$ cat src/rtl/strobe_period_meter.sv
// Measures the interval between single-cycle strobes in qualified (enable=1) ticks.
// Each interval is presented on a registered valid/ready output with saturation and drop flags.
module strobe_period_meter #(
  parameter int unsigned WIDTH = 16
) (
  input  logic             clk,
  input  logic             rst_n,
  input  logic             enable,
  input  logic             strobe_in,
  input  logic             clear,
  output logic [WIDTH-1:0] period,
  output logic             period_ovf,
  output logic             period_valid,
  input  logic             out_ready,
  output logic             dropped,
  output logic             armed
);

  localparam logic [0:0] StIdle = 1'b0;
  localparam logic [0:0] StRun  = 1'b1;

  localparam logic [WIDTH-1:0] CntMax = '1;

  logic [0:0]       state_q, state_d;
  logic [WIDTH-1:0] cnt_q, cnt_d;
  logic [WIDTH-1:0] period_q, period_d;
  logic             ovf_q, ovf_d;
  logic             valid_q, valid_d;
  logic             dropped_q, dropped_d;

  logic [WIDTH-1:0] cnt_inc;
  logic [WIDTH-1:0] result;
  logic             res_ovf;

  always_comb begin
    cnt_inc = (cnt_q == CntMax) ? CntMax : cnt_q + WIDTH'(1);
    result  = enable ? cnt_inc : cnt_q;
    // An exact count of CntMax is indistinguishable from a clamped one.
    res_ovf = (result == CntMax);
  end

  always_comb begin
    state_d   = state_q;
    cnt_d     = cnt_q;
    period_d  = period_q;
    ovf_d     = ovf_q;
    valid_d   = valid_q;
    dropped_d = dropped_q;

    if (clear) begin
      state_d   = StIdle;
      cnt_d     = '0;
      valid_d   = 1'b0;
      ovf_d     = 1'b0;
      dropped_d = 1'b0;
    end else begin
      if (valid_q && out_ready) begin
        valid_d = 1'b0;
      end
      case (state_q)
        StIdle: begin
          cnt_d = '0;
          if (strobe_in) begin
            state_d = StRun;
          end
        end
        default: begin
          if (strobe_in) begin
            cnt_d = '0;
            // A consume in the same cycle frees the slot, so capture without a bubble.
            if (!valid_q || out_ready) begin
              period_d = result;
              ovf_d    = res_ovf;
              valid_d  = 1'b1;
            end else begin
              dropped_d = 1'b1;
            end
          end else if (enable) begin
            cnt_d = cnt_inc;
          end
        end
      endcase
    end
  end

  always_ff @(posedge clk or negedge rst_n) begin
    if (!rst_n) begin
      state_q   <= StIdle;
      cnt_q     <= '0;
      period_q  <= '0;
      ovf_q     <= 1'b0;
      valid_q   <= 1'b0;
      dropped_q <= 1'b0;
    end else begin
      state_q   <= state_d;
      cnt_q     <= cnt_d;
      period_q  <= period_d;
      ovf_q     <= ovf_d;
      valid_q   <= valid_d;
      dropped_q <= dropped_d;
    end
  end

  assign period       = period_q;
  assign period_ovf   = ovf_q;
  assign period_valid = valid_q;
  assign dropped      = dropped_q;
  assign armed        = (state_q == StRun);

endmodule
$ cat config.mk
export PLATFORM = sky130hd
export DESIGN_NAME = strobe_period_meter
export DESIGN_NICKNAME = d
export VERILOG_FILES = /design/src/rtl/strobe_period_meter.sv
export SDC_FILE = /design/constraint.sdc
export NUM_CORES = 1
export LEC_CHECK = 0
export CAP_MARGIN = 20
export CORE_UTILIZATION = 55
export CTS_BUF_LIST = sky130_fd_sc_hd__clkbuf_2
export DETAILED_ROUTE_END_ITERATION = 7
export PLACE_DENSITY = 0.92
export SYNTH_ARGS = -nofsm -noshare
export SYNTH_HDL_FRONTEND = slang
export SYNTH_SLANG_ARGS = --single-unit
$ cat constraint.sdc
create_clock -name clk -period 2.8 [get_ports clk]
set_input_delay 0.56 -clock clk [delete_from_list [all_inputs] [get_ports clk]]
set_output_delay 0.56 -clock clk [all_outputs]
set_load 0.03 [all_outputs]
Yosys cells after proc, flatten, opt, wreduce, memory -nomap -nowiden

Index checks and enable logic that the tools add are counted.
W data, S select, Z words.

Bits in latches: 0
Bits in writable memories: 0
Output and inout bits: 20
Memories: 0
Word-level logic and storage cells: 41
Bits of input ports: 6
Register bits: 36
ROM bits: 0

Shift operators: 0
Multiply operators: 0
Div/mod/pow operators: 0
Bitwise operators: 1
Mux-type cells: 21
Eq/ne operators: 3
Add/subtract/negate cells: 1
Order comparisons: 0
Reductions and logical operators: 9

Operators with widths:

| cell                    | count |
|---|---|
| $mux W16                | 5 |
| $eq A16 B16 Y1 const B  | 2 |
| $add A16 B1 Y16 const B | 1 |
| $mux W1                 | 16 |
| $reduce_and A3 Y1       | 2 |
| $reduce_bool A2 Y1      | 3 |
| $reduce_and A4 Y1       | 1 |
| $ne A2 B2 Y1 const B    | 1 |
| $logic_and A1 B1 Y1     | 1 |
| $logic_not A1 Y1        | 1 |
| $logic_or A1 B1 Y1      | 1 |
| $not A1 Y1              | 1 |

Logic depth before layout (Yosys ltp)

Gate-level depths: netlist (run 1).

Word-level depth: 8
Gate-level depth with buffers: 7

Least setup slack after synthesis (run 1)

No wires, ideal clock.

Kind: input to register
Start: in enable
End: reg ovf_q (netlist: period_ovf)
Arrival time: 1,931 ps
Required time: 2,708 ps
Slack: 777 ps
Buffers on the path: 1
Stages: 6
Path through: buf_6 -> nand4_2 -> or3_1 -> a2111oi_1 -> a41oi_1 -> o31ai_2

Word-level cells in the longest chain between the ends: 6

RTL lines:

| item                 | RTL line | source |
|---|---|---|
| start, declared      | 8        | `input logic enable,` |
| $mux W16             | --       |  |
| $eq A16 B16 Y1       | 39       | `res_ovf = (result == CntMax);` |
| $mux W1              | 71       | `if (!valid_q \|\| out_ready) begin` |
| $mux W1              | 68       | `if (strobe_in) begin` |
| $mux W1              | 60       | `case (state_q)` |
| $mux W1              | 50       | `if (clear) begin` |
| end signal, assigned | 98       | `ovf_q <= ovf_d;` |
| end, declared        | 27       | `logic ovf_q, ovf_d;` |

Every way passes these cells. The select of a mux whose other input is x is not followed.
A chain may end at the register's enable or synchronous reset.

Worst setup path after layout (run 1)

Same ends and word-level chain as after synthesis.

==> impl_results.md, run 1 <==
* Status: finished with violations
* Failing checks: design-rule violations
* Kind of end point of the critical path: register
* Clock transition at path regs at 0.18 ns
* CTS resizes at 0
* Leakage at 0.0008125 uW
* Hold-fix buffers, CTS at 0
* Max H-tree Level at 2
* TritonCTS clock tree: yes
* DP HPWL at 2.506 mm
* Kind of critical path: input port to register
* Register bit total from synthesis at 36
* Port bufs at 25
* Syn Inst Count at 185
* Share of cells above drive strength 1 at 9.906%
* DRT antenna net count at 0
* Total Routed Length at 3.529 mm
* Core area at 3028 um2
* Startpoint types: input port
* Crit path max fanout at 7
* Fillcell total at 264
* Layout Nets at 218
* Post-CTS Setup Bufs at 0
* Clock Sinks at 36
* First-pass GRT wire length at 5.885 mm
* Number of global-route vias before repair at 1331
* Slew headroom at 70.99%
* TNS Setup at 0 ns
* Avg Cell Area, Syn at 9.462 um2
* Tot Pwr at 829.7 uW
* I/O pin cnt at 26
* Die Span Y at 58.42 um
* Die area at 3412 um2
* Initial Utilization at 57.81%
* Yosys top cell area share at 51.47%
* Cell Area, Synth at 1750 um2
* RSZ-0062 raised after global routing: no
* Placed standard-cell area at 2022 um2
* Area growth from synthesis to layout at 17.73%
* Grt total ovfl at 0
* Tcrit/Tclk final at 80.96%
* P per Cell Area at 402.6 nW/um2
* Worst path required time at 3.11 ns
* Synth top area cells: dfrtp_1, o21ai_0, nand2_1
* Final non-filler cell area at 2061 um2
* Fmax at 441.2 MHz
* Post-Route Skew at 0.02242 ns
* Maximum VDD drop at 253.7 uV
* Clock Latency Late Sink at 0.38 ns
* CTS Root Cell: clkbuf_2
* Initial drt markers at 53
* Total nets after synthesis at 192
* Ys Warns at 0
* Final hold slack at 0.4938 ns
* Total GRT Usage at 23.33%
* Hold/Removal Path Class: register to register
* Max_cap viols at 0
* FP Rows at 20
* Seq/Total Area, Yosys at 51.47%
* Wire per inst at 13.79 um
* Clk buf depth at 2
* Crit path DAT at 2.58 ns
* Final setup fails at 0
* Residual DRC at 1
* Ant. Diodes at 0
* Area leader, netlist: dfrtp_1
* Worst Tran Pin Value at 0.4351 ns
* Final Slew Violations at 0
* Synth cell types at 39
* Inserted Clock Buffers at 5
* DR vias/cell at 5.578
* Placer Congestion at 0.9439
* Final Util at 68.06%
* Die Span X at 58.42 um
* Initial antenna violation count at 0
* Vias at 1428
* Post-route minimum period at 2.267 ns
* Largest net degree at the start of global routing at 37
* Detailed Routing Iterations Pass 1 at 6
* Final hold viol count at 0
layout by cell type, fill, tap and decap left out, types with 2 or more instances in the layout:
cell type         n
nand3_1           7
clkbuf_2          7
nand2b_1          3
nand2_1          25
and4_1            2
xnor2_1           3
or2_2             2
inv_1             2
mux2i_1           2
a21oi_1           2
buf_4             4
xor2_1            3
nand4_1           8
or3_1             4
nor2_1           25
nor4_1            4
nor3_1            5
dfrtp_1          36
o21ai_0          23
clkdlybuf4s50_1  25
registers in the layout (all words and copies together) (netlist names):
| signal | count |
|---|---|
| cnt_q | 16 |
| period | 16 |
| armed | 1 |
| dropped | 1 |
| period_ovf | 1 |
| period_valid | 1 |
per-stage QoR:
stage | worst slack, ns | cells
2_1_floorplan | 0.7769 | 185
3_3_place_gp | 0.2335 | 248
3_5_place_dp | 0.1978 | 248
4_1_cts | 0.5695 | 256
5_1_grt | 0.3843 | 256
6_report | 0.5332 | 256
report_power, final:
| part | internal [uW] | switching (uW) | leakage [uW] | total [uW] |
|---|---|---|---|---|
| combinational | 27.1 | 45.1 | 0.000283 | 72.3 |
| sequential | 528 | 5.01 | 0.000499 | 533 |
| clock | 66.8 | 158 | 0.0000306 | 224 |
| total | 622 | 208 | 0.000813 | 830 |
synthesized netlist by cell type:
cell type,n
a21bo_2,1
inv_1,2
nor3_1,5
mux2i_1,2
a21oi_1,2
o21bai_1,1
o21ai_0,23
nand3b_1,1
or2_2,2
and4_1,2
buf_4,3
nand2b_1,3
a311oi_1,1
ha_1,1
xor2_1,3
a41oi_1,1
nand4_4,1
buf_6,2
or3b_2,1
clkbuf_1,5
a2111oi_1,1
or3_1,4
nand2_1,25
nor2_1,25
a21boi_0,1
xnor2_1,3
and3b_1,1
o21a_1,1
nand4_2,1
nand3_1,7
o31ai_2,1
or3_2,1
o21ba_2,1
nor4_1,4
o22ai_1,1
nor2b_1,1
nor3_2,1
dfrtp_1,36
nand4_1,8
critical path, cell delays in order:
cell and delay [ns]:
clkdlybuf4s50_1 0.55, nand4_2 0.23, or3_1 0.37, a2111oi_1 0.42
a41oi_1 0.18, o31ai_2 0.26
area by class of cell:
type                    count  area (um2)  share of cell area (%)
clock inverters             1       3.754                  0.1821
repair buffers             29       280.3                   13.60
flip-flops and latches     36       900.9                   43.72
multi-input cells         137       778.2                   37.77
clock buffers               7       35.03                   1.700
inverters                   2       7.507                  0.3643
well taps                  44       55.05                   2.672
final timing paths:
| kind | slack (ns) | endpoint | from | cells after the start |
|---|---|---|---|---|
| hold reg to reg | 0.49 | period[8]$_DFFE_PN0P_ | period[8]$_DFFE_PN0P_ | 2 |
| setup / recovery | 0.53 | period_ovf$_DFFE_PN0P_ | enable | 6 |
| hold / removal | 0.49 | period[8]$_DFFE_PN0P_ | period[8]$_DFFE_PN0P_ | 2 |
| min in group asynchronous | 0.58 | period_ovf$_DFFE_PN0P_ | rst_n | 2 |
| setup reg to reg | 0.55 | period_ovf$_DFFE_PN0P_ | cnt_q[0]$_DFF_PN0_ | 6 |
| max in group asynchronous | 1.89 | cnt_q[8]$_DFF_PN0_ | rst_n | 2 |
kinds of logic (layout without fill, tap and decap cells):
logic type | Yosys count | in the layout | synth area share (%)
simple gates | 93 | 93 | 27.38
flops | 36 | 36 | 51.47
mux | 2 | 2 | 1.144
compound gates | 35 | 35 | 12.22
buf+inv | 12 | 39 | 4.074
fa+ha+maj | 1 | 1 | 0.7147
xor+xnor | 6 | 6 | 3.003
per-layer routing:
layer | GRT usage (%) | wire, um | up-vias
met3 | 5.495 | 132 | 8
met5 | 0 | 0 | -
li1 | - | - | 703
met2 | 36.29 | 1646 | 32
met1 | 31.14 | 1690 | 685
met4 | 10.88 | 59 | 0
(Power assumes the default switching activity.)
==> run 2: changes to the inputs <==
Clock period 2.8 ns to 2.2 ns, I/O delays scaled along.
==> impl_results.md, run 2 (synthesized netlist as in run 1, its figures left out) <==
* Status: finished with violations
* Failing checks: design-rule violations
* Hold-fix buffers, CTS at 0
* Leakage at 0.0008845 uW
* Port bufs at 25
* Clk buf depth at 2
* Initial drt markers at 59
* Final Slew Violations at 0
* Worst path required time at 2.51 ns
* Crit-path cells: clkdlybuf4s50_1, nand4_2, or3_1, a2111oi_1, a41oi_1, o31ai_2
* Crit path DAT at 2.30 ns
* Maximum VDD drop at 417.7 uV
* CP peak stage delay at 0.55 ns
* Inserted Clock Buffers at 5
* Clock transition at path regs at 0.17 ns
* CTS Root Cell: clkbuf_2
* Clock Latency Late Sink at 0.37 ns
* Post-route minimum period at 1.990 ns
* Crit path max fanout at 4
* Startpoint types: input port
* I/O pin cnt at 26
* TNS Setup at 0 ns
* Max H-tree Level at 2
* Vias at 1488
* Die area at 3412 um2
* Die Span X at 58.42 um
* Placer Congestion at 0.9094
* First-pass GRT wire length at 6.258 mm
* Grt total ovfl at 0
* Kind of critical path: input port to register
* Die Span Y at 58.42 um
* Residual DRC at 1
* Ant. Diodes at 0
* Core area at 3028 um2
* Initial antenna violation count at 0
* P per Cell Area at 488.0 nW/um2
* Placed standard-cell area at 2135 um2
* Final non-filler cell area at 2173 um2
* RSZ-0062 raised after global routing: no
* Wire per inst at 13.98 um
* Area growth from synthesis to layout at 24.16%
* Kind of end point of the critical path: register
* Post-Route Skew at 0.01372 ns
* Fmax at 502.5 MHz
* Clock Sinks at 36
* Final hold viol count at 0
* Worst Tran Pin Value at 0.4356 ns
* Most frequent cells in the layout: dfrtp_1, nand2_1, nor2_1, clkdlybuf4s50_1, o21ai_0
* Total Routed Length at 3.788 mm
* DR vias/cell at 5.491
* DRT antenna net count at 0
* CP max stage cell: clkdlybuf4s50_1
* DP HPWL at 2.813 mm
* TritonCTS clock tree: yes
* Final setup fails at 0
* Post-CTS Setup Bufs at 0
* CTS resizes at 0
* Number of global-route vias before repair at 1374
* Hold/Removal Path Class: input port to asynchronous set/reset pin
* Layout Nets at 233
* FP Rows at 20
* Max_cap viols at 0
* Commonest non-fill, non-tap cell in the layout: dfrtp_1
* Share of cells above drive strength 1 at 15.86%
* Initial Utilization at 57.81%
* Detailed Routing Iterations Pass 1 at 6
* Largest net degree at the start of global routing at 37
* Total GRT Usage at 25.17%
* Slew headroom at 70.96%
* Tcrit/Tclk final at 90.46%
run 2: final cells by class:
cell class	instances	area, um2
clock inverters	1	3.754
clock buffers	7	35.03
inverters	2	7.507
well taps	44	55.05
flip-flops and latches	36	900.9
fillers	242	854.6
repair buffers	44	392.9
multi-input cells	137	778.2
run 2: per-layer routing:
metal,vias to the layer above,part of all wire [%],global-route usage [%]
li1,731,-,-
met1,696,44,31.97
met2,55,49,42.20
met3,6,4.9,6.593
met4,0,1.2,8.163
met5,-,0,0
run 2: worst paths after layout:
check                                      start                     end  slack (ns)  depth (start not counted)
min in group clk           period[6]$_DFFE_PN0P_   period[6]$_DFFE_PN0P_        0.50                          2
setup reg to reg              cnt_q[0]$_DFF_PN0_  period_ovf$_DFFE_PN0P_        0.22                          6
max in group asynchronous                  rst_n     cnt_q[14]$_DFF_PN0_        1.43                          2
setup / recovery                          enable  period_ovf$_DFFE_PN0P_        0.21                          6
hold reg to reg            period[6]$_DFFE_PN0P_   period[6]$_DFFE_PN0P_        0.50                          2
hold / removal                             rst_n   period[6]$_DFFE_PN0P_        0.46                          2
run 2: report_power, final:
part | internal (uW) | switching [uW]
combinational | 36.4 | 57.9
clock | 85.1 | 202
sequential | 672 | 6.73
run 2: critical path, delay by kind of cell:
family,cells,cell delay (ns)
compound gates,3,0.82
simple gates,2,0.49
buf+inv,1,0.55
run 2: metrics by stage:
stage / std cells / power, uW / utilization, % / hold WS (ns) / setup WS [ns]
after floorplan: 185 / 735.3 / - / 0.1444 / 0.2279
after global placement: 263 / 783.1 / 70.50 / 0.4599 / -0.1753
after detailed placement: 263 / 786.4 / 70.50 / 0.4690 / -0.2055
after CTS: 271 / 1074 / 71.78 / 0.4626 / 0.2124
after global routing: 271 / 1101 / 71.78 / 0.4733 / 0.06283
final: 271 / 1061 / 71.78 / 0.4637 / 0.2099
